<file path="src/rtl/seg_scan_ctrl_pkg.sv">
// Shared constants for the seven-segment scan controller.
// Glyphs are active-low, bit order {g,f,e,d,c,b,a}.
package seg_scan_ctrl_pkg;

  localparam logic [6:0] SEG_BLANK = 7'h7F;

  localparam logic [6:0] SEG_0 = 7'h40;
  localparam logic [6:0] SEG_1 = 7'h79;
  localparam logic [6:0] SEG_2 = 7'h24;
  localparam logic [6:0] SEG_3 = 7'h30;
  localparam logic [6:0] SEG_4 = 7'h19;
  localparam logic [6:0] SEG_5 = 7'h12;
  localparam logic [6:0] SEG_6 = 7'h02;
  localparam logic [6:0] SEG_7 = 7'h78;
  localparam logic [6:0] SEG_8 = 7'h00;
  localparam logic [6:0] SEG_9 = 7'h10;
  localparam logic [6:0] SEG_A = 7'h08;
  localparam logic [6:0] SEG_B = 7'h03;  // lowercase b
  localparam logic [6:0] SEG_C = 7'h46;
  localparam logic [6:0] SEG_D = 7'h21;  // lowercase d
  localparam logic [6:0] SEG_E = 7'h06;
  localparam logic [6:0] SEG_F = 7'h0E;

endpackage

</file>
<file path="src/rtl/seg_scan_ctrl_hex_to_seg.sv">
// Combinational nibble to active-low seven-segment glyph decode.
module hex_to_seg
  import seg_scan_ctrl_pkg::*;
(
  input  logic [3:0] nib,
  output logic [6:0] seg
);

  // Table lookup of the hex glyph set
  always_comb begin
    seg = SEG_BLANK;
    case (nib)
      4'h0: seg = SEG_0;
      4'h1: seg = SEG_1;
      4'h2: seg = SEG_2;
      4'h3: seg = SEG_3;
      4'h4: seg = SEG_4;
      4'h5: seg = SEG_5;
      4'h6: seg = SEG_6;
      4'h7: seg = SEG_7;
      4'h8: seg = SEG_8;
      4'h9: seg = SEG_9;
      4'hA: seg = SEG_A;
      4'hB: seg = SEG_B;
      4'hC: seg = SEG_C;
      4'hD: seg = SEG_D;
      4'hE: seg = SEG_E;
      4'hF: seg = SEG_F;
      default: seg = SEG_BLANK;
    endcase
  end

endmodule

</file>
<file path="src/rtl/seg_scan_ctrl.sv">
// Multiplexed seven-segment scan controller with PWM brightness and
// frame-synchronous (tear-free) double-buffered data loading.
module seg_scan_ctrl
  import seg_scan_ctrl_pkg::*;
#(
  parameter int N_DIGITS    = 8,
  parameter int REFRESH_DIV = 100000
) (
  input  logic                          clk,
  input  logic                          reset,
  input  logic                          load,
  input  logic [4*N_DIGITS-1:0]         data,
  input  logic [N_DIGITS-1:0]           dp,
  input  logic [N_DIGITS-1:0]           digit_en,
  input  logic [3:0]                    brightness,
  output logic [N_DIGITS-1:0]           anode,
  output logic [6:0]                    seg,
  output logic                          dp_n,
  output logic [$clog2(N_DIGITS)-1:0]   digit_idx,
  output logic                          frame_done,
  output logic                          load_ack
);

  localparam int IW   = $clog2(N_DIGITS);
  localparam int STEP = REFRESH_DIV / 16;
  localparam int SW   = (STEP > 1) ? $clog2(STEP) : 1;

  // The prescaler is kept split as {phase, sub}: phase is the prescaler
  // divided by STEP, so no divider is needed and the slot terminal is
  // phase==15 with sub at its last count.
  logic [SW-1:0] sub;
  logic [3:0]    phase;
  logic          sub_term, slot_term, frame_bnd;

  logic                         pending;
  logic [N_DIGITS-1:0][3:0]     pend_data, act_data;
  logic [N_DIGITS-1:0]          pend_dp, act_dp;
  logic [N_DIGITS-1:0]          pend_en, act_en;

  logic [6:0] glyph;
  logic       lit;

  assign sub_term  = (sub == SW'(STEP - 1));
  assign slot_term = sub_term && (phase == 4'd15);
  assign frame_bnd = slot_term && (digit_idx == IW'(N_DIGITS - 1));

  assign frame_done = frame_bnd;
  assign load_ack   = frame_bnd && pending;

  // Prescaler: sub counts within a phase step, phase counts 0..15 per slot
  always_ff @(posedge clk) begin
    if (reset) begin
      sub   <= '0;
      phase <= '0;
    end else if (sub_term) begin
      sub   <= '0;
      phase <= phase + 4'd1;
    end else begin
      sub <= sub + SW'(1);
    end
  end

  // Digit scan index, advances on each slot terminal
  always_ff @(posedge clk) begin
    if (reset)
      digit_idx <= '0;
    else if (slot_term)
      digit_idx <= (digit_idx == IW'(N_DIGITS - 1)) ? '0 : digit_idx + IW'(1);
  end

  // Double buffer: load fills pending, frame boundary promotes it to active.
  // A load on the boundary cycle lands in pending after the old value moves.
  always_ff @(posedge clk) begin
    if (reset) begin
      pending   <= 1'b0;
      pend_data <= '0;
      pend_dp   <= '0;
      pend_en   <= '0;
      act_data  <= '0;
      act_dp    <= '0;
      act_en    <= '0;
    end else begin
      if (frame_bnd && pending) begin
        act_data <= pend_data;
        act_dp   <= pend_dp;
        act_en   <= pend_en;
        pending  <= 1'b0;
      end
      if (load) begin
        pend_data <= data;
        pend_dp   <= dp;
        pend_en   <= digit_en;
        pending   <= 1'b1;
      end
    end
  end

  hex_to_seg u_dec (
    .nib (act_data[digit_idx]),
    .seg (glyph)
  );

  assign lit = act_en[digit_idx] && (phase <= brightness);

  // Registered drivers; segments are blanked whenever the anode is off
  always_ff @(posedge clk) begin
    if (reset) begin
      anode <= '1;
      seg   <= SEG_BLANK;
      dp_n  <= 1'b1;
    end else if (lit) begin
      anode <= ~(N_DIGITS'(1) << digit_idx);
      seg   <= glyph;
      dp_n  <= ~act_dp[digit_idx];
    end else begin
      anode <= '1;
      seg   <= SEG_BLANK;
      dp_n  <= 1'b1;
    end
  end

endmodule

</file>
<file path="config.mk">
export PLATFORM = sky130hd
export DESIGN_NAME = seg_scan_ctrl
export DESIGN_NICKNAME = d
export VERILOG_FILES = /design/src/rtl/seg_scan_ctrl_pkg.sv /design/src/rtl/seg_scan_ctrl_hex_to_seg.sv /design/src/rtl/seg_scan_ctrl.sv
export SDC_FILE = /design/constraint.sdc
export NUM_CORES = 1
export LEC_CHECK = 0
export CAP_MARGIN = 20
export CELL_PAD_IN_SITES_DETAIL_PLACEMENT = 1
export CELL_PAD_IN_SITES_GLOBAL_PLACEMENT = 1
export CORE_ASPECT_RATIO = 1.5
export CORE_MARGIN = 5
export CORE_UTILIZATION = 41
export CTS_CLUSTER_DIAMETER = 120
export DETAILED_ROUTE_END_ITERATION = 10
export HOLD_SLACK_MARGIN = 0.15
export PLACE_DENSITY_LB_ADDON = 0.1
export REMOVE_ABC_BUFFERS = 1
export SYNTH_ARGS = -nofsm -noshare
export SYNTH_HDL_FRONTEND = slang
export SYNTH_SLANG_ARGS = --single-unit
</file>
<file path="constraint.sdc">
create_clock -name clk -period 2.7 [get_ports clk]
set_clock_uncertainty 0.1 [all_clocks]
set_input_delay 0.54 -clock clk [delete_from_list [all_inputs] [get_ports clk]]
set_output_delay 0.54 -clock clk [all_outputs]
set_load 0.05 [all_outputs]
</file>
==> results.sh <==
export IMPL_outcome="completed"
export IMPL_post_synth_fa_ha_maj_area_fraction=0.0418
export IMPL_synth_edf_count=0
export IMPL_dpl_cell_count=792
export IMPL_synth_top_area_frac=0.494
export IMPL_cts_buffers=17
export IMPL_reg2reg_from="sub[4]"
export IMPL_fin_util=0.540
export IMPL_hold_depth=2
export IMPL_grt_overflow_total=0
export IMPL_power_total_mw=4.55
export IMPL_mostFrequentLayoutCells="dfxtp_1, nand2_1, nor2_1, clkdlybuf4s50_1"
export IMPL_critPathArrivalTime_ns=2.01
export IMPL_synth_flop_cell="dfxtp_1"
export IMPL_synth_top_family_by_area="simple AND/OR/NAND/NOR gates"
export IMPL_diodes=0
export IMPL_grt_start_max_net_pins=101
export IMPL_final_max_slew_violation_count=0
export IMPL_synth_area_mux_share=0.155
export IMPL_synth_area_leaders="dfxtp_1, mux2i_1, nand2_1, nor2_1, a21oi_1"
export IMPL_yosysTopAreaCell="dfxtp_1"
export IMPL_p_per_area_nw_per_um2=650
export IMPL_clkSinkCount=133
export IMPL_required_ns=2.06
export IMPL_start_util=0.416
export IMPL_routed_wl_um=13100
export IMPL_drive_above_1_share=0.127
export IMPL_holdPathEnd="phase[0]"
export IMPL_rsz0062_at_grt="yes"
export IMPL_synthCells=577
export IMPL_n_fill_cell=1470
export IMPL_leakagePower_nw=2.75
export IMPL_fmax_ghz=0.377
export IMPL_place_gp_congestion=0.774
export IMPL_min_delay_start="reset"
export IMPL_crit_slowest_cell="or4b_4"
export IMPL_path_clk_slew_ns=0.06
export IMPL_syn2layout_area_growth_pct=29.9
export IMPL_hold_viol_final=0
export IMPL_path_max_fanout=3
export IMPL_path_cells="or4b_4 -> nor3_4 -> and4_4 -> and3_4 -> buf_12"
export IMPL_yosysSeqAreaShare=0.494
export IMPL_cts_tree="yes"
export IMPL_syn_area_um2=5390
export IMPL_startpoint_type="register"
export IMPL_crit_path_end_kind="output port"
export IMPL_antenna_found_initial=0
export IMPL_hp_class="in -> reg"
export IMPL_dieArea_um2=15600
export IMPL_layout_commonest_cell="dfxtp_1"
export IMPL_final_instance_count_excl_fill=827
export IMPL_initialDrtViolationCount=132
export IMPL_core_area_um2=13000
export IMPL_setup_viol=0
export IMPL_max_slew_margin=0.663
export IMPL_dp_hpwl_um=8860
export IMPL_grt_pass1_wl_um=22100
export IMPL_timing_worst_setup_path_type="reg -> out"
export IMPL_yosys_area_share_simple=0.178
export IMPL_drtAntennaViolNets=0
export IMPL_track_usage=0.176
export IMPL_ys_warn_count=0
export IMPL_grt_pass1_vias=4613
export IMPL_min_period_over_period=0.982
export IMPL_path_delay_family="simple AND/OR/NAND/NOR gates"
export IMPL_holdBufCountCts=0
export IMPL_clk_latency_ns=0.41
export IMPL_reg2reg_depth=7
export IMPL_htree_levels=4
export IMPL_num_nets_final=728
export IMPL_core_rowCount=51
export IMPL_die_h_um=150
export IMPL_vias_per_cell=5.11
export IMPL_worst_pin_slew_ns=0.504
export IMPL_synthArstFlopShare=0
export IMPL_cap_violations=0
export IMPL_wl_per_cell_um=15.8
export IMPL_syn_avg_cell_area_um2=9.34
export IMPL_vias=4226
export IMPL_period_minus_slack_ns=2.65
export IMPL_ys_seq_elements=133
export IMPL_numPortBuffers=75
export IMPL_synth_compound_area_share=0.0690
export IMPL_die_w_um=104
export IMPL_post_route_drc_count=0
export IMPL_io_pins=76
export IMPL_r2r_end="act_en[7]"
export IMPL_max_stage_delay_ns=0.56
export IMPL_clock_path_buffers=2
export IMPL_r2r_slack_ns=0.27
export IMPL_peakVddDrop_mv=0.387
export IMPL_synthXorXnorAreaFrac=0.0228
export IMPL_synth_cell_type_count=37
export IMPL_cts_root_buf="clkbuf_16"
export IMPL_dr_pass1_iters=4
export IMPL_path_buf_inv=1
export IMPL_hold_ws_ns=0.277
[flip-flops by register name, summed over array words and instances (netlist names)]
register,flops
sub,13
act_en,8
dp_n,1
phase,4
act_data,32
digit_idx,3
pend_en,8
pend_data,32
seg,7
pending,1
act_dp,8
pend_dp,8
anode,8
[logic make-up (layout without fill, tap and decap cells)]
family                   after synthesis  in the layout
AND/OR/NAND/NOR                      229            229
flip-flops                           133            133
multiplexers                          68             68
AO/OA/AOI/OAI                         67             67
buffers and inverters                 48            139
adder cells (fa/ha/maj)               18             18
XOR/XNOR                              14             14
[cell type report]
class	count	area, um2	share of cell area
Clock buffer	19	453	0.0647
Clock inverter	13	148	0.0211
Inverter	14	52.6	0.00751
Multi-Input combinational cell	396	2530	0.362
Sequential cell	133	2670	0.381
Tap cell	159	199	0.0284
Timing Repair Buffer	93	943	0.135
[what timing repair did]
item                                    in CTS  in global routing
endpoints found under the setup margin       2                  2
buffers inserted                             3                  0
pin swaps                                    2                  0
gates resized for setup                      5                  4
[how the worst max path moves through the flow]
| stage | startpoint | end | slack [ns] | depth (start not counted) |
|---|---|---|---|---|
| 2_1_floorplan | digit_idx[0] | act_data[0] | -0.34 | 5 |
| 6_report | sub[4] | load_ack | 0.05 | 5 |
| 4_1_cts | sub[2] | load_ack | 0.02 | 5 |
| 5_1_grt | sub[4] | load_ack | -0.03 | 5 |
| 3_3_place_gp | brightness[2] | seg[6] | 0.26 | 9 |
| 3_5_place_dp | brightness[2] | seg[6] | 0.17 | 9 |
[cells in the mapped netlist, types with 2 or more instances]
cell type and count:
and2_1 3, a21oi_1 54, nand2_1 123, nand4_1 3, nand3_1 7, buf_6 3, mux2i_1 54, o211ai_1 2
dfxtp_1 133, or2_2 2, xnor2_1 6, clkbuf_1 12, ha_1 18, nor2_1 77, xor2_1 8, and3_1 4
mux2_2 2, inv_1 13, buf_2 10, mux4_2 12, buf_1 9, o221ai_1 4, o21ai_0 3, nand2b_1 2
[power by group]
group	total [mW]	switching, mW	leakage [nW]	internal, mW
Combinational	0.215	0.0913	1.39	0.124
Sequential	2.04	0.0291	1.08	2.01
Clock	2.29	0.873	0.283	1.42
[routing by layer]
layer | GRT usage | wire length (um) | vias up
li1 | - | - | 2082
met1 | 0.189 | 5230 | 2054
met2 | 0.327 | 7210 | 68
met3 | 0.0459 | 442 | 22
met4 | 0.0657 | 216 | 0
met5 | 0 | 0 | -
[per-stage QoR]
step | setup WS [ns] | setup TNS, ns | cell area (um2)
2_1_floorplan | -0.343 | -18.16 | 5230
3_3_place_gp | 0.260 | 0 | 6350
3_5_place_dp | 0.166 | 0 | 6350
4_1_cts | 0.0150 | 0 | 6990
5_1_grt | -0.0313 | -0.0573 | 7000
6_report | 0.0492 | 0 | 7000
No activity file was read; power rests on OpenSTA's default activity.
